File: src/rtl/mux_sel_pkg.sv
// Shared types and constants for the mux select arbiter: channel count,
// select width, FSM state encoding and the rotating-pointer reset value.
package mux_sel_pkg;

    localparam int unsigned NCH   = 4;
    localparam int unsigned SEL_W = 2;

    typedef enum logic {
        IDLE,
        GRANT
    } state_t;

    // Pointer starts at the last channel so channel 0 wins first after reset.
    localparam logic [SEL_W-1:0] LAST_RST = 2'b11;

    function automatic logic [NCH-1:0] onehot(input logic [SEL_W-1:0] idx);
        return NCH'(1) << idx;
    endfunction

endpackage

File: src/rtl/mux_sel_arbiter_rr_pick.sv
// rr_pick: combinational rotating-priority encoder. Search order is
// start+1, start+2, start+3, start (mod NCH).
module rr_pick
    import mux_sel_pkg::*;
(
    input  logic [NCH-1:0]   req,
    input  logic [SEL_W-1:0] start,
    output logic             found,
    output logic [SEL_W-1:0] idx
);

    logic [SEL_W-1:0] cand;

    always_comb begin
        found = 1'b0;
        idx   = start;
        cand  = start;
        for (int unsigned i = 1; i <= NCH; i++) begin
            cand = start + SEL_W'(i);
            if (!found && req[cand]) begin
                found = 1'b1;
                idx   = cand;
            end
        end
    end

endmodule

File: src/rtl/mux_sel_arbiter.sv
// Round-robin select/enable generator for a 4:1 channel mux.
// Optional dwell limit enabled by defining MUX_SEL_TIMEOUT_EN.
module mux_sel_arbiter
    import mux_sel_pkg::*;
#(
    parameter int unsigned DWELL   = 8,
    parameter int unsigned DWELL_W = 4
) (
    input  logic             clk,
    input  logic             rst,
    input  logic [NCH-1:0]   req,
    // "release" is a reserved word, so the grantee-finished input is rel.
    input  logic             rel,
    output logic [SEL_W-1:0] se,
    output logic             en,
    output logic [NCH-1:0]   gnt,
    output logic             timeout
);

    if (DWELL == 0 || DWELL > (32'd1 << DWELL_W)) begin : g_dwell_range
        $error("mux_sel_arbiter: DWELL out of range 1..2**DWELL_W");
    end

    state_t           state;
    logic [SEL_W-1:0] last;
    logic             found;
    logic [SEL_W-1:0] pick;
    logic             expire;
    logic             eog;

    // In GRANT last equals se, so one encoder serves both the idle and
    // the end-of-grant arbitration with the current channel lowest.
    rr_pick u_pick (
        .req   (req),
        .start (last),
        .found (found),
        .idx   (pick)
    );

`ifdef MUX_SEL_TIMEOUT_EN
    localparam logic [DWELL_W-1:0] CNT_MAX = DWELL_W'(DWELL - 1);

    logic [DWELL_W-1:0] cnt;

    assign expire = (state == GRANT) && (cnt == CNT_MAX);

    always_ff @(posedge clk) begin
        if (rst) begin
            cnt <= '0;
        end else if (state == IDLE || eog) begin
            cnt <= '0;
        end else if (cnt != CNT_MAX) begin
            cnt <= cnt + 1'b1;
        end
    end
`else
    assign expire = 1'b0;
`endif

    assign eog = rel || !req[se] || expire;

    always_ff @(posedge clk) begin
        if (rst) begin
            state   <= IDLE;
            last    <= LAST_RST;
            se      <= '0;
            en      <= 1'b0;
            gnt     <= '0;
            timeout <= 1'b0;
        end else begin
            timeout <= 1'b0;
            case (state)
                IDLE: begin
                    if (found) begin
                        state <= GRANT;
                        last  <= pick;
                        se    <= pick;
                        en    <= 1'b1;
                        gnt   <= onehot(pick);
                    end
                end
                GRANT: begin
                    if (eog) begin
                        // A simultaneous release wins over expiry.
                        timeout <= expire && !rel;
                        if (found) begin
                            last <= pick;
                            se   <= pick;
                            gnt  <= onehot(pick);
                        end else begin
                            state <= IDLE;
                            en    <= 1'b0;
                            gnt   <= '0;
                        end
                    end
                end
                default: state <= IDLE;
            endcase
        end
    end

endmodule
File: config.mk
export PLATFORM = sky130hd
export DESIGN_NAME = mux_sel_arbiter
export DESIGN_NICKNAME = d
export VERILOG_FILES = /design/src/rtl/mux_sel_pkg.sv /design/src/rtl/mux_sel_arbiter_rr_pick.sv /design/src/rtl/mux_sel_arbiter.sv
export SDC_FILE = /design/constraint.sdc
export NUM_CORES = 1
export LEC_CHECK = 0
export CORE_AREA = 3 3 40 42
export CTS_CLUSTER_DIAMETER = 150
export DETAILED_ROUTE_END_ITERATION = 8
export DIE_AREA = 0 0 43 45
export DONT_BUFFER_PORTS = 1
export PLACE_DENSITY = 0.6
export SLEW_MARGIN = 25
export SYNTH_ARGS = -nofsm -noshare
export SYNTH_HDL_FRONTEND = slang
export SYNTH_SLANG_ARGS = --single-unit
File: constraint.sdc
create_clock -name clk -period 1.77 [get_ports clk]
set_input_delay 0.2655 -clock clk [delete_from_list [all_inputs] [get_ports clk]]
set_output_delay 0.2655 -clock clk [all_outputs]
set_load 0.02 [all_outputs]
Yosys cells after proc, flatten, opt, wreduce, memory -nomap -nowiden:

Index checks and enable logic that the tools add are counted.

* flip-flop bits (word level): 10
* bits of input ports: 7
* output and inout bits: 8
* word-level logic and storage cells: 63

* add/sub/neg operators: 3
* $lt $le $gt $ge: 5
* eq/ne operators: 3
* shift-type cells: 1
* multiplexer cells: 35
* bitwise logic cells: 1
* reduce and logical (&&, ||, !) cells: 10

Operator list (count)
* $mux 2: 8
* $lt 2x3->1 const B: 5
* $mux 1: 14
* $mux 4: 3
* $bmux 1 s2: 5
* $pmux 2 s2: 2
* $pmux 4 s2: 1
* $add 2x2->2 const B: 2
* $logic_not 1->1: 4
* $ne 2x2->1 const B: 2
* $pmux 1 s2: 2
* $shl 1x2->4 const A: 1
* $logic_and 1x1->1: 3
* $reduce_and 3->1: 1
* $add 2x1->2 const B: 1
* $ne 2x1->1 const B: 1
* $reduce_and 2->1: 1
* $logic_or 1x1->1: 1
* $not 1->1: 1

Depth between registers and ports, before layout:

Gate-level depths: netlist of run 1.

* depth after elaboration: 17
* mapped depth: 5
* mapped depth without buffers: 4

By module:

Synthesis of run 1 repeated with hierarchy kept, for this count alone.

* cell total of the unflattened synthesis: 60
* area, all modules: 535.5 µm²

Modules (own cells, without submodules)
* mux_sel_arbiter: instances 1, cells each 46, area an instance 452.9 µm², seq. area each 200.2 µm²
* rr_pick: instances 1, cells each 14, area an instance 82.6 µm², seq. area each 0.0 µm²

Worst setup path before layout of run 1:

OpenSTA, ideal clock, no wires.

* kind: register to register
* from: register se[0]
* to: register last[0]
* library setup time: 0.123 ns
* arrival time: 1.604 ns
* data required time: 1.647 ns
* path slack: 0.044 ns
* stages on the path, launching flop included: 5
* buffers on the path: 0
* period minus slack after synthesis: 1.726 ns
* cell sequence: dfxtp_1 mux2_4 a221o_2 nor4_4 o21ai_1

* word-level cells in the longest chain between the ends: 5

Ends and longest elaborated chain
* from (decl): RTL line mux_sel_arbiter.sv:14 `output logic [SEL_W-1:0] se,`
* from (signal assigned): RTL line mux_sel_arbiter.sv:77 `se <= pick;`
* from (signal assigned): RTL line mux_sel_arbiter.sv:88 `se <= pick;`
* $bmux 1 s2: RTL line mux_sel_arbiter.sv:60 `assign eog = rel || !req[se] || expire;`
* $mux 1 (not written as such): RTL line mux_sel_arbiter.sv:60
* $logic_not 1->1: RTL line mux_sel_arbiter.sv:60
* $logic_or 1x1->1: RTL line mux_sel_arbiter.sv:60
* $ne 2x1->1 (no line)
* to (signal assigned): RTL line mux_sel_arbiter.sv:76 `last <= pick;`
* to (signal assigned): RTL line mux_sel_arbiter.sv:87 `last <= pick;`
* to (decl): RTL line mux_sel_arbiter.sv:25 `logic [SEL_W-1:0] last;`

No other way between the ends. The select of a mux whose other input is x is not followed.
A chain may end at the register's enable or synchronous reset.

Worst setup path in the final report of run 1:

Same ends and word-level chain as after synthesis.

==> results of run 1 <==
worst max-delay path, delay by kind of cell, from the launching register on:
family           cells  cell delay (ns)
AO/OA/AOI/OAI        2             0.52
AND/OR/NAND/NOR      1             0.31
multiplexers         1             0.34
flip-flops           1             0.41
metal layers:
| metal | routed length (µm) | vias to the layer above |
|---|---|---|
| li1 | - | 224 |
| met1 | 523 | 210 |
| met2 | 551 | 8 |
| met3 | 60 | 4 |
| met4 | 15 | 0 |
| met5 | 0 | - |
state kept, by name (all words and copies together) (netlist names):
name	cells
en	1
gnt	4
last	2
se	2
state	1
area by class of cell:
| class | instances | share of cell area, % |
|---|---|---|
| multi-input cells | 44 | 56.5 |
| repair buffers | 3 | 3.48 |
| flip-flops and latches | 10 | 30.9 |
| clock buffers | 4 | 5.61 |
| inverters | 1 | 0.580 |
| well taps | 15 | 2.90 |
cells by family (layout without fill, tap and decap cells):
family | after synthesis | in the layout | synth area share [%]
other | 1 | 1 | 0.645
AO/OA/AOI/OAI | 16 | 16 | 24.5
multiplexers | 3 | 3 | 6.88
buffers and inverters | 3 | 8 | 2.79
AND/OR/NAND/NOR | 24 | 24 | 30.8
flip-flops | 10 | 10 | 34.4
power groups by stage:
stage / combinational [mW] / clock (mW) / sequential [mW]
floorplan: 0.132 / 0 / 0.303
global placement: 0.161 / 0 / 0.305
detailed placement: 0.163 / 0 / 0.305
CTS: 0.164 / 0.205 / 0.300
global route: 0.177 / 0.214 / 0.305
finish: 0.162 / 0.202 / 0.300
stage by stage:
stage          setup slack [ns]  instance area (µm²)  cells  util (%)
3_5_place_dp             0.0919                  611     73      47.5
2_1_floorplan            0.0435                  582     57         -
3_3_place_gp              0.140                  611     73      47.5
4_1_cts                  0.0669                  647     77      50.3
6_report                 0.0659                  647     77      50.3
5_1_grt                  0.0304                  647     77      50.3
cell usage after synthesis:
master / n / area [µm²]
a221oi_4: 1 / 26.3
o21ai_1: 1 / 5.00
or2_2: 1 / 6.26
nand2b_1: 1 / 6.26
nor4_1: 1 / 6.26
nor2b_1: 1 / 6.26
mux2i_1: 1 / 10.0
a21oi_2: 1 / 8.76
a32o_1: 1 / 10.0
nor2_1: 8 / 30.0
and3b_1: 2 / 17.5
o311ai_1: 1 / 8.76
a22oi_1: 1 / 7.51
buf_4: 1 / 7.51
a22o_1: 1 / 8.76
dfxtp_1: 10 / 200
o21ai_0: 1 / 5.00
a211o_2: 1 / 10.0
a221o_2: 1 / 11.3
clkbuf_2: 1 / 5.00
o2bb2ai_1: 1 / 8.76
a21oi_1: 3 / 15.0
nand2_1: 1 / 3.75
nor3b_2: 1 / 12.5
nor3_1: 2 / 10.0
nor3_2: 1 / 10.0
conb_1: 1 / 3.75
a2bb2o_1: 1 / 10.0
mux2_4: 2 / 30.0
nor4_4: 2 / 42.5
a211oi_1: 1 / 7.51
and3b_2: 1 / 10.0
inv_1: 1 / 3.75
or2b_2: 2 / 17.5
final timing paths:
| check | startpoint | endpoint | cells after the start |
|---|---|---|---|
| min reg2reg | se[1] | se[1] | 2 |
| max | se[0] | last[0] | 4 |
| min | rst | en | 1 |
| max reg2reg | se[0] | last[0] | 4 |
==> reports/results.txt, run 1 <==
Clock Pin Slew Worst Setup and Hold Paths: 0.07 ns
Worst Skew: 0.00213 ns
Max Slew Vio Count: 0
Worst-Skew Late Latency: 0.26 ns
Maximum fanout along the worst path: 4
# fillers: 128
Slowest stage delay, CP: 0.42 ns
NetSw: 0.200 mW
Most common cell after layout, fill and taps aside: dfxtp_1
Largest net degree at the start of global routing: 9
Commonest cells after routing, fill and taps aside: dfxtp_1 (10), nor2_1 (8), a21oi_1 (3), clkbuf_4 (3), buf_4 (3)
Clock sink count: 10
Root Driver: clkbuf_4
Final worst path period share: 96.3%
DRC Markers: 0
Seq cells post-synth: 10
Hold Violations, Final: 0
Design Power: 0.664 mW
Worst Setup Start Kind: register
M3 GR Usage: 3.98%
Clock Path Buffers: 2
Detailed placement HPWL: 912 µm
Yosys cell types: 34
Synth Instances: 57
FF/Latch Area: 200 µm²
Unrepaired setup endpoints after global routing: false
Antenna viol nets, final: 0
Sequential power share: 45.1%
1st-iter DRT viols: 11
Seq/Total Area, Yosys: 34.4%
Overall routing resource usage: 13.0%
Vias in the first global route: 442
Critical path arrival: 1.85 ns
CTS Hold Bufs: 0
CTS H-tree lvls: 1
Net Sw Frac: 30.2%
# port buffers: 0
Setup Fix Bufs, Post-CTS: 0
Met1 usage: 16.4%
Setup TNS: 0 ns
P_int: 0.463 mW
Routed vias: 446
GPL Wtd Cong: 0.840
Antenna Cells: 0
Die area: 1940 µm²
Syn Nets: 64
CP max-delay cell: a221o_2
Synth Cell Area: 582 µm²
I/O pin cnt: 15
Final wirelength: 1.15 mm
Synth Warn #: 0
Die Y: 45 µm
Most utilized layer in the global route result: met2
Nets: 70
Clock share of power: 30.4%
Worst Path Required: 1.92 ns
Multi-input combinational cell area: 365 µm²
PwrDens: 1030 nW/µm²
Max-Cap Viols: 0
Row Count: 13
Layout cell share with drive strength beyond 1: 33.9%
CP endpoint kind: register
Antenna violations before repair: 0
Critical path cell sequence: mux2_4 > a221o_2 > nor4_4 > o21ai_1
CTS Buf Count: 3
Status: completed
Hold slack: 0.0682 ns
Highest clock rate: 0.587 GHz
Final Setup Violations: 0
Core Area: 1280 µm²
Comb pwr share: 24.5%
Critical path type: reg -> reg
GR Overflow Total: 0
Die W: 43 µm
Initial Util: 45.3%
CTS resizes: 0
CTS tree: built
Met2 Track Usage GR: 21.6%
Drt pass-1 iters: 3
Wire per inst: 14.9 µm
P&R area growth vs syn: 11.2%
Worst hold path class: in -> reg
VDD IR max: 541 µV
LEAKAGE: 0.260 nW
Mean post-synth cell area: 10.2 µm²
Minimum clock period: 1.70 ns
FF-to-FF setup slack: 0.07 ns
Via density: 5.79
First-pass GRT wire length: 1.90 mm
(Power assumes the default switching activity.)
==> run 2: changes to the inputs <==
--- a/config.mk
+++ b/config.mk
@@ -10,8 +10,9 @@
 export DETAILED_ROUTE_END_ITERATION = 8
 export DIE_AREA = 0 0 43 45
 export DONT_BUFFER_PORTS = 1
-export PLACE_DENSITY = 0.6
+export PLACE_DENSITY = 0.57
 export SLEW_MARGIN = 25
 export SYNTH_ARGS = -nofsm -noshare
 export SYNTH_HDL_FRONTEND = slang
+export SYNTH_HIERARCHICAL = 1
 export SYNTH_SLANG_ARGS = --single-unit
==> run 2 against run 1 <==
Worst setup slack improved by 0.16 ns. Total power is 12% lower. Critical path depth is the same. Register-to-register slack better by 0.16 ns. Utilization decreased by 4.7 points. Combinational power is 12% lower. Clock skew shrank 0.0012 ns. Critical endpoint is now gnt[3]. Sequential share of layout area rose by 3.2 points. Die area unchanged. Synthesized cell count is 5.3% higher. Clock power fell by 30%. Sequential power barely moved.
==> reports/results.txt, run 2 <==
Final wirelength: 1.05 mm
Synth Instances: 60
Antenna Cells: 0
Seq cells post-synth: 10
Delay-heaviest family, CP: compound AO/OA/AOI/OAI gates
Post-synth top area share: 37.4%
Final worst path period share: 87.3%
Antenna violations before repair: 0
Synth Cell Area: 536 µm²
Nets: 73
Highest clock rate: 0.647 GHz
CTS Buf Count: 3
Pre-CTS WS: 0.167 ns
GPL Wtd Cong: 0.739
HP Start: rst
DRC Markers: 0
Sequential power share: 51.3%
Commonest cells after routing, fill and taps aside: dfxtp_1 (10), a21oi_1 (9), inv_1 (6)
Synth Warn #: 6
NetSw: 0.182 mW
CP endpoint kind: register
Synth async-reset ratio: 0%
Area contributors post-synth: dfxtp_1 (37%), a21oi_1 (8.4%), mux2_4 (5.6%)
Minimum clock period: 1.55 ns
Clock share of power: 24.1%
Post-synth top area cell: dfxtp_1
PwrDens: 996 nW/µm²
Routed vias: 441
Layout cell share with drive strength beyond 1: 17.2%
Final Setup Violations: 0
Top flop regs: gnt: 4 flops, last: 2 flops, se: 2 flops
Worst Path Buf+Inv: 0
Unrepaired setup endpoints after global routing: false
Setup Fix Bufs, Post-CTS: 0
Mean post-synth cell area: 8.93 µm²
Yosys cell types: 27
Maximum fanout along the worst path: 5
Clock Pin Slew Worst Setup and Hold Paths: 0.06 ns
P&R area growth vs syn: 9.58%
Initial Util: 41.7%
Hold Path End: se[0]
VDD IR max: 516 µV
FF-to-FF End: gnt[3]
Critical path type: reg -> reg
Critical R2R Launch: se[0]
Overall routing resource usage: 12.4%
FF-to-FF setup slack: 0.22 ns
Most frequent cell after synthesis: dfxtp_1
CTS resizes: 0
Vias in the first global route: 434
Max reg flops: 4
I/O pin cnt: 15
Detailed placement HPWL: 792 µm
Most common cell after layout, fill and taps aside: dfxtp_1
PnR worst setup slack: 0.224 ns
Worst Hold Depth: 1
Worst Path Required: 1.96 ns
Die Y: 45 µm
Top reg by flops: gnt
Number of synthesized flops with an enable pin: 0
Via density: 5.58
Synth cell count leaders: dfxtp_1 (10), a21oi_1 (9), inv_1 (6)
Main synth FF type: dfxtp_1
Net Sw Frac: 31.1%
CP max-delay cell: a221o_2
CTS Hold Bufs: 0
Row Count: 13
1st-iter DRT viols: 14
# fillers: 132
Worst Setup Start Kind: register
Die W: 43 µm
Hold Violations, Final: 0
Core Area: 1280 µm²
# port buffers: 0
LEAKAGE: 0.267 nW
Largest net degree at the start of global routing: 10
Die area: 1940 µm²
Drt pass-1 iters: 4
Clock Path Buffers: 2
Slowest stage delay, CP: 0.42 ns
GR Overflow Total: 0
Wire per inst: 13.2 µm
Critical path cell sequence: mux2_4 > a221o_2 > nor2_1 > a32o_1
P_int: 0.403 mW
CTS H-tree lvls: 1
FF-to-FF path depth: 4
First-pass GRT wire length: 1.77 mm
Worst hold path class: in -> reg
Antenna viol nets, final: 0
Critical path arrival: 1.74 ns
Setup TNS: 0 ns
Max-Cap Viols: 0
Seq/Total Area, Yosys: 37.4%
Clock sink count: 10
Comb pwr share: 24.5%
Root Driver: clkbuf_4
CTS tree: built
Worst-Skew Late Latency: 0.25 ns
Max Slew Vio Count: 0
Status: completed
Worst Skew: 0.000966 ns
Syn Nets: 67
run 2: cell count changes after synthesis, moves of 2 or more:
cell,change
nand2_1,+3
a22o_1,+2
or2b_2,-2
nor2_1,-5
inv_1,+5
nor4_4,-2
a21oi_1,+6
run 2: kinds of logic (layout without fill, tap and decap cells):
logic type / count (synthesis) / in the layout / share of synthesized area [%]
AO/OA/AOI/OAI: 21 / 21 / 28.5
buffers and inverters: 8 / 12 / 6.54
flip-flops: 10 / 10 / 37.4
multiplexers: 4 / 4 / 9.35
other: 1 / 1 / 0.700
AND/OR/NAND/NOR: 16 / 16 / 17.5
run 2: worst max path at each step:
| stage | from | end | slack [ns] | depth (start not counted) |
|---|---|---|---|---|
| final | se[0] | gnt[3] | 0.22 | 4 |
| after detailed placement | req[3] | gnt[2] | 0.17 | 5 |
| after CTS | se[0] | gnt[3] | 0.22 | 4 |
| after global placement | req[3] | gnt[3] | 0.18 | 5 |
| after floorplan | se[0] | gnt[0] | 0.19 | 4 |
| after global routing | se[0] | gnt[2] | 0.14 | 4 |
run 2: worst register-to-register path, cell delays in order (launching register included):
cell and delay [ns]:
dfxtp_1 0.41, mux2_4 0.34, a221o_2 0.42, nor2_1 0.15, a32o_1 0.17
run 2: per-stage QoR:
step	instance area, µm²	utilization (%)	power, mW	hold slack [ns]	instances
floorplan	536	-	0.419	0.485	60
global placement	564	43.9	0.450	0.337	76
detailed placement	564	43.9	0.449	0.341	76
CTS	587	45.7	0.594	0.0713	79
global route	587	45.7	0.627	0.0636	79
finish	587	45.7	0.585	0.0781	79
run 2: final cells by class:
| type | instances | area, µm² | share of cell area, % |
|---|---|---|---|
| multi-input cells | 42 | 300 | 51.2 |
| flip-flops and latches | 10 | 200 | 34.1 |
| clock buffers | 3 | 22.5 | 3.84 |
| repair buffers | 3 | 22.5 | 3.84 |
| inverters | 6 | 22.5 | 3.84 |
| well taps | 15 | 18.8 | 3.20 |
run 2: per-layer routing:
| metal | vias to the layer above | routed length, µm | track usage [%] |
|---|---|---|---|
| li1 | 228 | - | - |
| met1 | 196 | 499 | 16.8 |
| met2 | 15 | 437 | 16.5 |
| met3 | 2 | 98 | 3.59 |
| met4 | 0 | 10 | 9.04 |
| met5 | - | 0 | 0 |
run 2: power groups by stage:
| stage | combinational [mW] | clock [mW] | sequential [mW] |
|---|---|---|---|
| after CTS | 0.145 | 0.149 | 0.300 |
| after floorplan | 0.111 | 0 | 0.308 |
| after global placement | 0.145 | 0 | 0.305 |
| after detailed placement | 0.144 | 0 | 0.305 |
| final | 0.143 | 0.141 | 0.300 |
| after global routing | 0.159 | 0.164 | 0.304 |
==> run 3: changes to the inputs <==
--- a/config.mk
+++ b/config.mk
@@ -5,12 +5,14 @@
 export SDC_FILE = /design/constraint.sdc
 export NUM_CORES = 1
 export LEC_CHECK = 0
-export CORE_AREA = 3 3 40 42
+export CELL_PAD_IN_SITES_DETAIL_PLACEMENT = 1
+export CELL_PAD_IN_SITES_GLOBAL_PLACEMENT = 2
+export CORE_MARGIN = 3
+export CORE_UTILIZATION = 33
 export CTS_CLUSTER_DIAMETER = 150
 export DETAILED_ROUTE_END_ITERATION = 8
-export DIE_AREA = 0 0 43 45
 export DONT_BUFFER_PORTS = 1
-export PLACE_DENSITY = 0.57
+export PLACE_DENSITY = 0.74
 export SLEW_MARGIN = 25
 export SYNTH_ARGS = -nofsm -noshare
 export SYNTH_HDL_FRONTEND = slang
==> run 3 against run 2 <==
Clock skew increased by 0.00074 ns. First-iteration DRC count decreased by 29%. Highest routed layer unchanged. Clock power increased by 4%.
==> reports/results.txt, run 3 (synthesis gave the netlist of run 2 again) <==
Status: completed
Die area: 2140 µm²
Multi-input combinational cell area: 300 µm²
VDD IR max: 388 µV
Drt pass-1 iters: 4
Pre-CTS WS: 0.144 ns
Clock sink count: 10
Routed vias: 466
Antenna violations before repair: 0
FF/Latch Area: 200 µm²
PwrDens: 1010 nW/µm²
Critical path arrival: 1.70 ns
M1 WL: 632 µm
# port buffers: 0
Clock Pin Slew Worst Setup and Hold Paths: 0.06 ns
Top flop regs: gnt: 4 flops, last: 2 flops, se: 2 flops
Nets: 74
P_int: 0.409 mW
Comb pwr share: 25.7%
GR Overflow Total: 0
Setup Fix Bufs, Post-CTS: 0
CTS Hold Bufs: 0
Die Y: 46.3 µm
Worst Skew: 0.00170 ns
GPL Wtd Cong: 0.677
Sequential power share: 50.0%
Top reg by flops: gnt
Max reg flops: 4
Placed inst area: 572 µm²
CTS tree: built
CP endpoint kind: register
First-pass GRT wire length: 2.08 mm
P&R area growth vs syn: 11.0%
Net Sw Frac: 31.8%
Antenna viol nets, final: 0
Commonest cells after routing, fill and taps aside: dfxtp_1 (10), a21oi_1 (9), inv_1 (6)
Final wirelength: 1.25 mm
PnR worst setup slack: 0.217 ns
Detailed placement HPWL: 946 µm
Max layer used: met4
DRC Markers: 0
Max-Cap Viols: 0
I/O pin cnt: 15
Minimum clock period: 1.55 ns
Hold Violations, Final: 0
Via density: 5.83
Worst-Skew Late Latency: 0.25 ns
Highest clock rate: 0.644 GHz
NetSw: 0.191 mW
Wire per inst: 15.7 µm
CTS Buf Count: 3
Initial Util: 37.8%
Max Slew Vio Count: 0
Core Area: 1420 µm²
Layout cell share with drive strength beyond 1: 18.5%
Most common cell after layout, fill and taps aside: dfxtp_1
Root Driver: clkbuf_4
CTS resizes: 0
Worst Path Required: 1.91 ns
Vias in the first global route: 477
Largest net degree at the start of global routing: 10
Final worst path period share: 87.8%
Routed met3 length: 98 µm
CTS H-tree lvls: 1
Setup TNS: 0 ns
Final instance area: 594 µm²
# fillers: 175
WL met2: 511 µm
Antenna Cells: 0
1st-iter DRT viols: 10
Maximum fanout along the worst path: 4
Clock Path Buffers: 2
Final Setup Violations: 0
LEAKAGE: 0.272 nW
Worst hold path class: in -> reg
Overall routing resource usage: 13.8%
Clock share of power: 24.3%
Unrepaired setup endpoints after global routing: false
Die W: 46.3 µm
Row Count: 13
Critical path type: reg -> reg
Worst Setup Start Kind: register
==> run 3: cell count changes in the layout (fill, tap and decap cells not counted) <==
cell	delta
buf_4	+1
==> run 3: final timing paths <==
| kind | endpoint | start | slack (ns) | cells after the start |
|---|---|---|---|---|
| max | gnt[2] | se[0] | 0.22 | 4 |
| min | state | rst | 0.07 | 1 |
| max reg2reg | gnt[2] | se[0] | 0.22 | 4 |
| min reg2reg | se[0] | se[0] | 0.52 | 2 |
==> run 3: cell type report <==
cell class / count / area share (%)
tap: 15 / 3.16
inverter: 6 / 3.79
multi-input combinational: 42 / 50.5
clock buffer: 3 / 3.79
sequential: 10 / 33.7
timing repair buffer: 4 / 5.05
==> run 3: layer usage <==
metal / GRT usage, % / vias up
met5: 0 / -
met1: 19.2 / 220
li1: - / 232
met2: 19.2 / 12
met3: 3.52 / 2
met4: 6.82 / 0
==> run 3: metrics by stage <==
step / power [mW] / hold WS, ns / util (%) / std cells
2_1_floorplan: 0.419 / 0.485 / - / 60
3_3_place_gp: 0.460 / 0.338 / 40.4 / 77
3_5_place_dp: 0.460 / 0.339 / 40.4 / 77
4_1_cts: 0.609 / 0.0653 / 42.0 / 80
5_1_grt: 0.643 / 0.0552 / 42.0 / 80
6_report: 0.600 / 0.0741 / 42.0 / 80
==> run 3: critical path, stage by stage, from the launching register on <==
cell	delay (ns)
dfxtp_1	0.41
mux2_4	0.34
a22oi_1	0.27
a21oi_1	0.19
a32o_1	0.23
==> run 3: power groups by stage <==
| stage | combinational [mW] | clock, mW | sequential [mW] |
|---|---|---|---|
| after floorplan | 0.111 | 0 | 0.308 |
| after global placement | 0.154 | 0 | 0.306 |
| after detailed placement | 0.153 | 0 | 0.306 |
| after CTS | 0.155 | 0.153 | 0.301 |
| after global routing | 0.170 | 0.166 | 0.306 |
| final | 0.154 | 0.146 | 0.300 |
